==> src/rtl/sign_narrow_if.sv <==
// Store-path bus between the register-file read port, sign_narrow and data memory.
// Signal names match the sign_narrow port list; the slave modport is the block's view.
interface sign_narrow_if;
    logic        valid_i;
    logic        ready_o;
    logic [31:0] data_i;
    logic [1:0]  size_i;
    logic [1:0]  addr_i;
    logic        valid_o;
    logic        ready_i;
    logic [31:0] data_o;
    logic [3:0]  be_o;
    logic        ovf_o;
    logic        misalign_o;
    logic [15:0] ovf_cnt_o;

    modport slave (
        input  valid_i, data_i, size_i, addr_i, ready_i,
        output ready_o, valid_o, data_o, be_o, ovf_o, misalign_o, ovf_cnt_o
    );

    modport master (
        output valid_i, data_i, size_i, addr_i, ready_i,
        input  ready_o, valid_o, data_o, be_o, ovf_o, misalign_o, ovf_cnt_o
    );
endinterface

==> src/rtl/sign_narrow.sv <==
// Store-side narrowing and lane placement behind a 2-entry in-order buffer.
// Optional build macro SIGN_NARROW_SAT_EN: saturate instead of truncating on overflow.
module sign_narrow (
    input  logic         clk_i,
    input  logic         rst_i,
    sign_narrow_if.slave bus
);

    localparam logic [1:0] ST_EMPTY = 2'd0;
    localparam logic [1:0] ST_ONE   = 2'd1;
    localparam logic [1:0] ST_FULL  = 2'd2;

    // High when the bits above the kept sign bit are not all copies of one value.
    function automatic logic sign_run_broken(input logic [24:0] hi);
        sign_run_broken = !((&hi) || !(|hi));
    endfunction

    logic [1:0]  state_r;
    logic [31:0] head_data_r, tail_data_r;
    logic [3:0]  head_be_r, tail_be_r;
    logic        head_ovf_r, tail_ovf_r;
    logic        head_mis_r, tail_mis_r;
    logic [15:0] cnt_r;

    logic        byte_ovf_s, half_ovf_s;
    logic [7:0]  byte_val_s;
    logic [15:0] half_val_s;
    logic [31:0] nxt_data_s;
    logic [3:0]  nxt_be_s;
    logic        nxt_ovf_s, nxt_mis_s;
    logic        acc_s, ret_s;

    assign acc_s = bus.valid_i && (state_r != ST_FULL);
    assign ret_s = (state_r != ST_EMPTY) && bus.ready_i;

    // Range check and narrowed value for byte and half accesses.
    always_comb begin
        byte_ovf_s = sign_run_broken(bus.data_i[31:7]);
        half_ovf_s = sign_run_broken({{8{bus.data_i[31]}}, bus.data_i[31:15]});
`ifdef SIGN_NARROW_SAT_EN
        if (byte_ovf_s) begin
            byte_val_s = bus.data_i[31] ? 8'h80 : 8'h7F;
        end else begin
            byte_val_s = bus.data_i[7:0];
        end
        if (half_ovf_s) begin
            half_val_s = bus.data_i[31] ? 16'h8000 : 16'h7FFF;
        end else begin
            half_val_s = bus.data_i[15:0];
        end
`else
        byte_val_s = bus.data_i[7:0];
        half_val_s = bus.data_i[15:0];
`endif
    end

    // Lane placement; a misaligned or illegal access carries no data and no overflow.
    always_comb begin
        nxt_data_s = 32'd0;
        nxt_be_s   = 4'd0;
        nxt_ovf_s  = 1'b0;
        nxt_mis_s  = 1'b0;
        case (bus.size_i)
            2'b00: begin
                nxt_data_s = {24'd0, byte_val_s} << {bus.addr_i, 3'b000};
                nxt_be_s   = 4'b0001 << bus.addr_i;
                nxt_ovf_s  = byte_ovf_s;
            end
            2'b01: begin
                if (bus.addr_i[0]) begin
                    nxt_mis_s = 1'b1;
                end else begin
                    nxt_data_s = {16'd0, half_val_s} << {bus.addr_i[1], 4'b0000};
                    nxt_be_s   = 4'b0011 << {bus.addr_i[1], 1'b0};
                    nxt_ovf_s  = half_ovf_s;
                end
            end
            2'b10: begin
                if (bus.addr_i != 2'b00) begin
                    nxt_mis_s = 1'b1;
                end else begin
                    nxt_data_s = bus.data_i;
                    nxt_be_s   = 4'b1111;
                end
            end
            default: begin
                nxt_mis_s = 1'b1;
            end
        endcase
    end

    // Buffer state and entries; the head entry drives the outputs and is zeroed when empty.
    always_ff @(posedge clk_i) begin
        if (rst_i) begin
            state_r     <= ST_EMPTY;
            head_data_r <= 32'd0;
            head_be_r   <= 4'd0;
            head_ovf_r  <= 1'b0;
            head_mis_r  <= 1'b0;
            tail_data_r <= 32'd0;
            tail_be_r   <= 4'd0;
            tail_ovf_r  <= 1'b0;
            tail_mis_r  <= 1'b0;
        end else begin
            case (state_r)
                ST_EMPTY: begin
                    if (acc_s) begin
                        head_data_r <= nxt_data_s;
                        head_be_r   <= nxt_be_s;
                        head_ovf_r  <= nxt_ovf_s;
                        head_mis_r  <= nxt_mis_s;
                        state_r     <= ST_ONE;
                    end
                end
                ST_ONE: begin
                    if (acc_s && ret_s) begin
                        head_data_r <= nxt_data_s;
                        head_be_r   <= nxt_be_s;
                        head_ovf_r  <= nxt_ovf_s;
                        head_mis_r  <= nxt_mis_s;
                    end else if (acc_s) begin
                        tail_data_r <= nxt_data_s;
                        tail_be_r   <= nxt_be_s;
                        tail_ovf_r  <= nxt_ovf_s;
                        tail_mis_r  <= nxt_mis_s;
                        state_r     <= ST_FULL;
                    end else if (ret_s) begin
                        head_data_r <= 32'd0;
                        head_be_r   <= 4'd0;
                        head_ovf_r  <= 1'b0;
                        head_mis_r  <= 1'b0;
                        state_r     <= ST_EMPTY;
                    end
                end
                ST_FULL: begin
                    if (ret_s) begin
                        head_data_r <= tail_data_r;
                        head_be_r   <= tail_be_r;
                        head_ovf_r  <= tail_ovf_r;
                        head_mis_r  <= tail_mis_r;
                        tail_data_r <= 32'd0;
                        tail_be_r   <= 4'd0;
                        tail_ovf_r  <= 1'b0;
                        tail_mis_r  <= 1'b0;
                        state_r     <= ST_ONE;
                    end
                end
                default: begin
                    state_r     <= ST_EMPTY;
                    head_data_r <= 32'd0;
                    head_be_r   <= 4'd0;
                    head_ovf_r  <= 1'b0;
                    head_mis_r  <= 1'b0;
                end
            endcase
        end
    end

    // Saturating count of overflowing items leaving the block.
    always_ff @(posedge clk_i) begin
        if (rst_i) begin
            cnt_r <= 16'd0;
        end else if (ret_s && head_ovf_r && (cnt_r != 16'hFFFF)) begin
            cnt_r <= cnt_r + 16'd1;
        end
    end

    assign bus.valid_o    = (state_r != ST_EMPTY);
    assign bus.ready_o    = (state_r != ST_FULL);
    assign bus.data_o     = head_data_r;
    assign bus.be_o       = head_be_r;
    assign bus.ovf_o      = head_ovf_r;
    assign bus.misalign_o = head_mis_r;
    assign bus.ovf_cnt_o  = cnt_r;

endmodule

==> src/flat_wrapper.sv <==
// flat-port wrapper written by rule: the top's interface ports become plain ports
module sign_narrow_flat 
  (clk_i, rst_i, bus_valid_i, bus_data_i, bus_size_i, bus_addr_i, bus_ready_i, bus_ready_o, bus_valid_o, bus_data_o, bus_be_o, bus_ovf_o, bus_misalign_o, bus_ovf_cnt_o);
  sign_narrow_if bus_i ();
  input  logic clk_i;
  input  logic rst_i;
  input wire logic [$bits(bus_i.valid_i)-1:0] bus_valid_i;
  input wire logic [$bits(bus_i.data_i)-1:0] bus_data_i;
  input wire logic [$bits(bus_i.size_i)-1:0] bus_size_i;
  input wire logic [$bits(bus_i.addr_i)-1:0] bus_addr_i;
  input wire logic [$bits(bus_i.ready_i)-1:0] bus_ready_i;
  output wire logic [$bits(bus_i.ready_o)-1:0] bus_ready_o;
  output wire logic [$bits(bus_i.valid_o)-1:0] bus_valid_o;
  output wire logic [$bits(bus_i.data_o)-1:0] bus_data_o;
  output wire logic [$bits(bus_i.be_o)-1:0] bus_be_o;
  output wire logic [$bits(bus_i.ovf_o)-1:0] bus_ovf_o;
  output wire logic [$bits(bus_i.misalign_o)-1:0] bus_misalign_o;
  output wire logic [$bits(bus_i.ovf_cnt_o)-1:0] bus_ovf_cnt_o;
  assign bus_i.valid_i = bus_valid_i;
  assign bus_i.data_i = bus_data_i;
  assign bus_i.size_i = bus_size_i;
  assign bus_i.addr_i = bus_addr_i;
  assign bus_i.ready_i = bus_ready_i;
  assign bus_ready_o = bus_i.ready_o;
  assign bus_valid_o = bus_i.valid_o;
  assign bus_data_o = bus_i.data_o;
  assign bus_be_o = bus_i.be_o;
  assign bus_ovf_o = bus_i.ovf_o;
  assign bus_misalign_o = bus_i.misalign_o;
  assign bus_ovf_cnt_o = bus_i.ovf_cnt_o;
  sign_narrow u_core (.clk_i(clk_i), .rst_i(rst_i), .bus(bus_i));
endmodule
==> config.mk <==
export PLATFORM = sky130hd
export DESIGN_NAME = sign_narrow_flat
export DESIGN_NICKNAME = d
export VERILOG_FILES = /design/src/rtl/sign_narrow_if.sv /design/src/rtl/sign_narrow.sv /design/src/flat_wrapper.sv
export SDC_FILE = /design/constraint.sdc
export NUM_CORES = 1
export LEC_CHECK = 0
export CAP_MARGIN = 20
export CORE_ASPECT_RATIO = 1.4
export CORE_MARGIN = 4
export CORE_UTILIZATION = 28
export CTS_CLUSTER_SIZE = 8
export DETAILED_ROUTE_END_ITERATION = 16
export HOLD_SLACK_MARGIN = 0.15
export SETUP_SLACK_MARGIN = 0.3
export SLEW_MARGIN = 15
export SYNTH_ARGS = -nofsm -noshare
export SYNTH_HDL_FRONTEND = slang
export SYNTH_SLANG_ARGS = --single-unit
==> constraint.sdc <==
create_clock -name clk_i -period 4.04 [get_ports clk_i]
set_input_delay 1.01 -clock clk_i [delete_from_list [all_inputs] [get_ports clk_i]]
set_output_delay 1.01 -clock clk_i [all_outputs]
set_load 0.02 [all_outputs]
==> impl.org <==
** Outcome
- The flow ran to the end, and the final reports show no timing, DRC or antenna violations.

** Routing
- Number of vias per cell after detailed routing :: between 5 and 6
- In the routed design, unresolved DRC markers number 0.
- Iteration-0 DRC Markers :: ~300
- In the final routed layout, each cell accounts on average for 18.36 um.
- Total via count in the routed design :: 4,302
- Total detailed-routing wirelength :: 14,390 um
- Once detail routing completed, the nets flagged for antenna violations numbered 0.
- Detailed-router iteration count before antenna repair :: 5

** CTS
- TritonCTS created 9 clock buffers.
- TritonCTS built the clock tree.
- TritonCTS sink count :: 94
- Count of hold buffers inserted by post-cts repair :: 0
- Maximum buffer depth of the clock tree :: 2
- Resized cells post-CTS :: 0
- Clock H-tree levels :: 3
- Clock tree root buffer cell :: sky130_fd_sc_hd__clkbuf_16
- At the later pin of the worst-skew pair, clock insertion delay measures 0.34 ns.
- After clock tree synthesis, the clock-pin slew on the worst setup and hold paths is 0.07 ns.
- Once the clock tree was built, the setup fixing pass inserted 0 buffers.

** Critical path
- Data arrives at the worst endpoint at 2.21 ns.
- Critical setup path kind :: flop to output pin
- Depth of the worst register-to-register path :: 6
- Highest fanout seen on the critical path :: 24
- The setup check on the worst reg-to-reg path leaves a slack of 1.57 ns.
- At the worst endpoint, the required time is 3.03 ns.
- Following the worst setup path forward leads to its endpoint at bus_ready_o.
- The worst register-to-register path ends at u_core.bus.data_o[8].
- Beginning of the worst register-to-register path :: u_core.state_r[1]
- Critical Path Start Type :: flop
- Launch point of the worst path :: u_core.state_r[0]
- The worst setup path is captured at an output pin.

** Pwr
- Combinational Power Share :: 12.8%
- Summed over all cells, the static leakage comes to 2.059 nW.
- Power per cell area :: approximately 360 nW/um2
- Clk network pwr share :: 42.9%
- Net switching is 25.24% of the power.
- Sw Pwr :: between 0.5 and 0.6 mW
- Of the total power, registers draw 44.3%.
- Internal cell power :: 1.611 mW
- The worst-case IR drop observed on VDD is 0.1540 mV.

** Synthesis
- Portion of the post-synthesis area used by sequential elements :: 41.39%
- Nets in the synthesized netlist :: 544
- Combined area of all synthesized cells :: about 4500 um2
- Among all flip-flop cells after synthesis, the most frequent one is sky130_fd_sc_hd__dfxtp_1.
- Top area cells in the synthesized netlist :: sky130_fd_sc_hd__dfxtp_1, sky130_fd_sc_hd__a22oi_1, sky130_fd_sc_hd__nor2_1, sky130_fd_sc_hd__a221o_1, sky130_fd_sc_hd__a32o_1
- The synthesized design spends more area on one cell type than any other, namely sky130_fd_sc_hd__dfxtp_1.
- Share of flip-flops with an asynchronous set or reset after synthesis :: 0%
- The synthesized design devotes to its leading area cell type about two fifths of total area.
- Number of unique standard cell types used by synthesis :: 65
- Total of flip-flops plus latches after synthesis :: 94
- Mean post-synth cell area :: between 9 and 10 um2
- Yosys printed 0 warnings.
- Count of flip-flops with a built-in enable after synthesis :: 0
- Count of mapped cells out of synthesis :: 503

** Floorplan
- The region available for standard cell placement spans around 16,000 um2.
- Die extent in x :: 115.7 um
- Pin placement for this block handled 96 I/O pins.
- Area of the die :: 18,370 um2
- Chip Height :: 158.8 um
- Row generation in the floorplan step produced 54 rows.
- For this configuration, the core starts out at a cell density of 28.88%.

** Global route
- Initial antenna violation count :: 0
- The total overflow left after global routing is 0.
- Vias in the first global route :: roughly 4,300
- Entering global routing, the biggest net connects 39 pins.
- Fraction of met3 tracks used by global routing :: 3.427%
- Met2 GRT Util :: 25.68%
- GR Util All Layers :: 15.32%
- The first global-routing pass estimated 22,480 um of wire.
- GR peak layer :: met2
- Met1 GRT Util :: 18.79%

** Cells and area
- Non-filler instance count after layout :: 784
- In the final layout, the share of cells above drive strength 1 is 8.503%.
- P&R area growth vs syn :: 31.18%
- Total number of nets in the final design :: 624
- The repair_antennas step left the layout with diodes totalling 0.

** Timing
- Final critical-path required period :: between 3 and 4 ns
- In the final timing run, aggregate negative setup slack is 0 ns.
- Actual transition at the worst max-transition pin :: 0.9086 ns
- Final setup vio count :: 0
- Dividing the final minimum period by the clock period gives 79.66%.
- RSZ-0062 raised after global routing :: no
- Clock skew after layout :: 0.009413 ns
- Highest clock frequency the design can meet :: 310.7 MHz
- Number of slew-limit violations in the final report :: 0
- On the final layout, the worst hold slack is 0.4627 ns.
- The worst pin sits at a relative slew slack of 39.02%.
- The final-report hold violation count was 0.

** Worst hold path
- Startpoint of the most critical hold path :: u_core.tail_mis_r
- Hold/Removal Path Class :: flop to flop

** Placement
- Detailed placement ended at an HPWL of ~11,000 um.
- Number of buffers added on ports :: 95
- The congestion estimate from routability-driven global placement came to around 0.84.
- Once placement completed, the tool counted placed cells totaling 768.

** Run
- Across the run, the number of max-cap violations was 0.
## worst min-delay path by stage
stage	end	slack [ns]	cells after the start
floorplan	u_core.tail_mis_r	0.43	2
global placement	u_core.tail_mis_r	0.44	2
detailed placement	u_core.tail_mis_r	0.45	2
CTS	u_core.tail_mis_r	0.46	2
global route	u_core.tail_mis_r	0.48	2
finish	u_core.tail_mis_r	0.46	2
## kinds of logic after synthesis
logic type / count (synthesis) / share of synthesized area, %
and+or+nand+nor: 182 / 20.72
AOI/OAI and AO/OA: 165 / 29.36
DFF: 94 / 41.39
buffers and inverters: 44 / 4.761
xor gates and xnor gates: 15 / 3.055
muxes: 2 / 0.4403
adders and majority gates: 1 / 0.2751
## state kept, by name, summed over array words and instances, names as in the netlist
signal / cells
u_core.tail_ovf_r: 1
u_core.bus.data_o: 32
u_core.bus.be_o: 4
u_core.bus.ovf_o: 1
u_core.tail_mis_r: 1
u_core.state_r: 2
u_core.tail_be_r: 4
u_core.bus.ovf_cnt_o: 16
u_core.tail_data_r: 32
u_core.bus.misalign_o: 1
## synthesized netlist by cell type (3+ instances only)
library cell                count
sky130_fd_sc_hd__xor2_1        12
sky130_fd_sc_hd__nor4_1         5
sky130_fd_sc_hd__a211oi_1       3
sky130_fd_sc_hd__buf_2         14
sky130_fd_sc_hd__dfxtp_1       94
sky130_fd_sc_hd__o211ai_1       6
sky130_fd_sc_hd__nor2_2         4
sky130_fd_sc_hd__buf_4          7
sky130_fd_sc_hd__a221o_1       16
sky130_fd_sc_hd__inv_1          5
sky130_fd_sc_hd__nand3b_1       3
sky130_fd_sc_hd__o21bai_1       3
sky130_fd_sc_hd__a22oi_1       66
sky130_fd_sc_hd__and4_1         3
sky130_fd_sc_hd__and2_1         9
sky130_fd_sc_hd__nand2_1       28
sky130_fd_sc_hd__o2bb2ai_1      3
sky130_fd_sc_hd__nor2b_1        4
sky130_fd_sc_hd__nand4_1        8
sky130_fd_sc_hd__clkbuf_1      16
sky130_fd_sc_hd__o21ai_0        3
sky130_fd_sc_hd__and3_1         3
sky130_fd_sc_hd__nand3_1        4
sky130_fd_sc_hd__a21oi_1       17
sky130_fd_sc_hd__nor3_1         4
sky130_fd_sc_hd__a32oi_1        8
sky130_fd_sc_hd__a32o_1        14
sky130_fd_sc_hd__a22o_1         8
sky130_fd_sc_hd__nor2_1        90
## stage by stage
stage               power, mW  utilization, %  instance area, um2  setup WS (ns)
finish                  2.155           37.89                5964         0.8219
CTS                     2.165           37.89                5964         0.8183
global route            2.227           37.89                5964         0.6584
floorplan               1.126               -                4547          1.831
global placement        1.248           35.79                5634         0.5444
detailed placement      1.252           35.82                5639         0.4993
## routing by layer
| layer | wire length (um) | vias up |
|---|---|---|
| met1 | 5951 | 2085 |
| li1 | - | 2058 |
| met4 | 404 | 0 |
| met3 | 833 | 27 |
| met5 | 0 | - |
| met2 | 7204 | 132 |
## cell usage in the layout, fill, tap and decap left out, types with 4 or more instances in the layout
| cell | count |
|---|---|
| sky130_fd_sc_hd__o211ai_1 | 6 |
| sky130_fd_sc_hd__nand4_1 | 8 |
| sky130_fd_sc_hd__clkbuf_16 | 9 |
| sky130_fd_sc_hd__nor2b_1 | 4 |
| sky130_fd_sc_hd__nor4_1 | 5 |
| sky130_fd_sc_hd__nor3_1 | 4 |
| sky130_fd_sc_hd__nand2_1 | 28 |
| sky130_fd_sc_hd__dfxtp_1 | 94 |
| sky130_fd_sc_hd__a21oi_1 | 16 |
| sky130_fd_sc_hd__a22oi_1 | 66 |
| sky130_fd_sc_hd__nor2_2 | 4 |
| sky130_fd_sc_hd__buf_4 | 12 |
| sky130_fd_sc_hd__xor2_1 | 12 |
| sky130_fd_sc_hd__a32oi_1 | 8 |
| sky130_fd_sc_hd__a22o_1 | 8 |
| sky130_fd_sc_hd__a32o_1 | 14 |
| sky130_fd_sc_hd__clkdlybuf4s50_1 | 94 |
| sky130_fd_sc_hd__a221o_1 | 16 |
| sky130_fd_sc_hd__and2_1 | 9 |
| sky130_fd_sc_hd__inv_1 | 5 |
| sky130_fd_sc_hd__nand3_1 | 4 |
| sky130_fd_sc_hd__nor2_1 | 90 |
## critical path: stages (launching register included)
cell and delay [ns]:
sky130_fd_sc_hd__dfxtp_1 0.69, sky130_fd_sc_hd__nor2b_1 0.10, sky130_fd_sc_hd__buf_4 0.24, sky130_fd_sc_hd__inv_1 0.19, sky130_fd_sc_hd__clkdlybuf4s50_1 0.64
## layout make-up
type / instances / area (um2)
inverter: 5 / 18.77
tap: 196 / 245.2
sequential: 94 / 1882
clock buffer: 11 / 242.7
timing repair buffer: 108 / 1041
multi-input combinational: 365 / 2452
fill: 1639 / 9778
clock inverter: 5 / 82.58
## power by group through the flow
stage / combinational, mW / clock, mW / sequential, mW
after floorplan: 0.143 / 0 / 0.984
after global routing: 0.297 / 0.973 / 0.957
after detailed placement: 0.276 / 0 / 0.976
after global placement: 0.273 / 0 / 0.976
after CTS: 0.277 / 0.933 / 0.955
final: 0.276 / 0.923 / 0.955
Power figures use the tool's default switching activity.
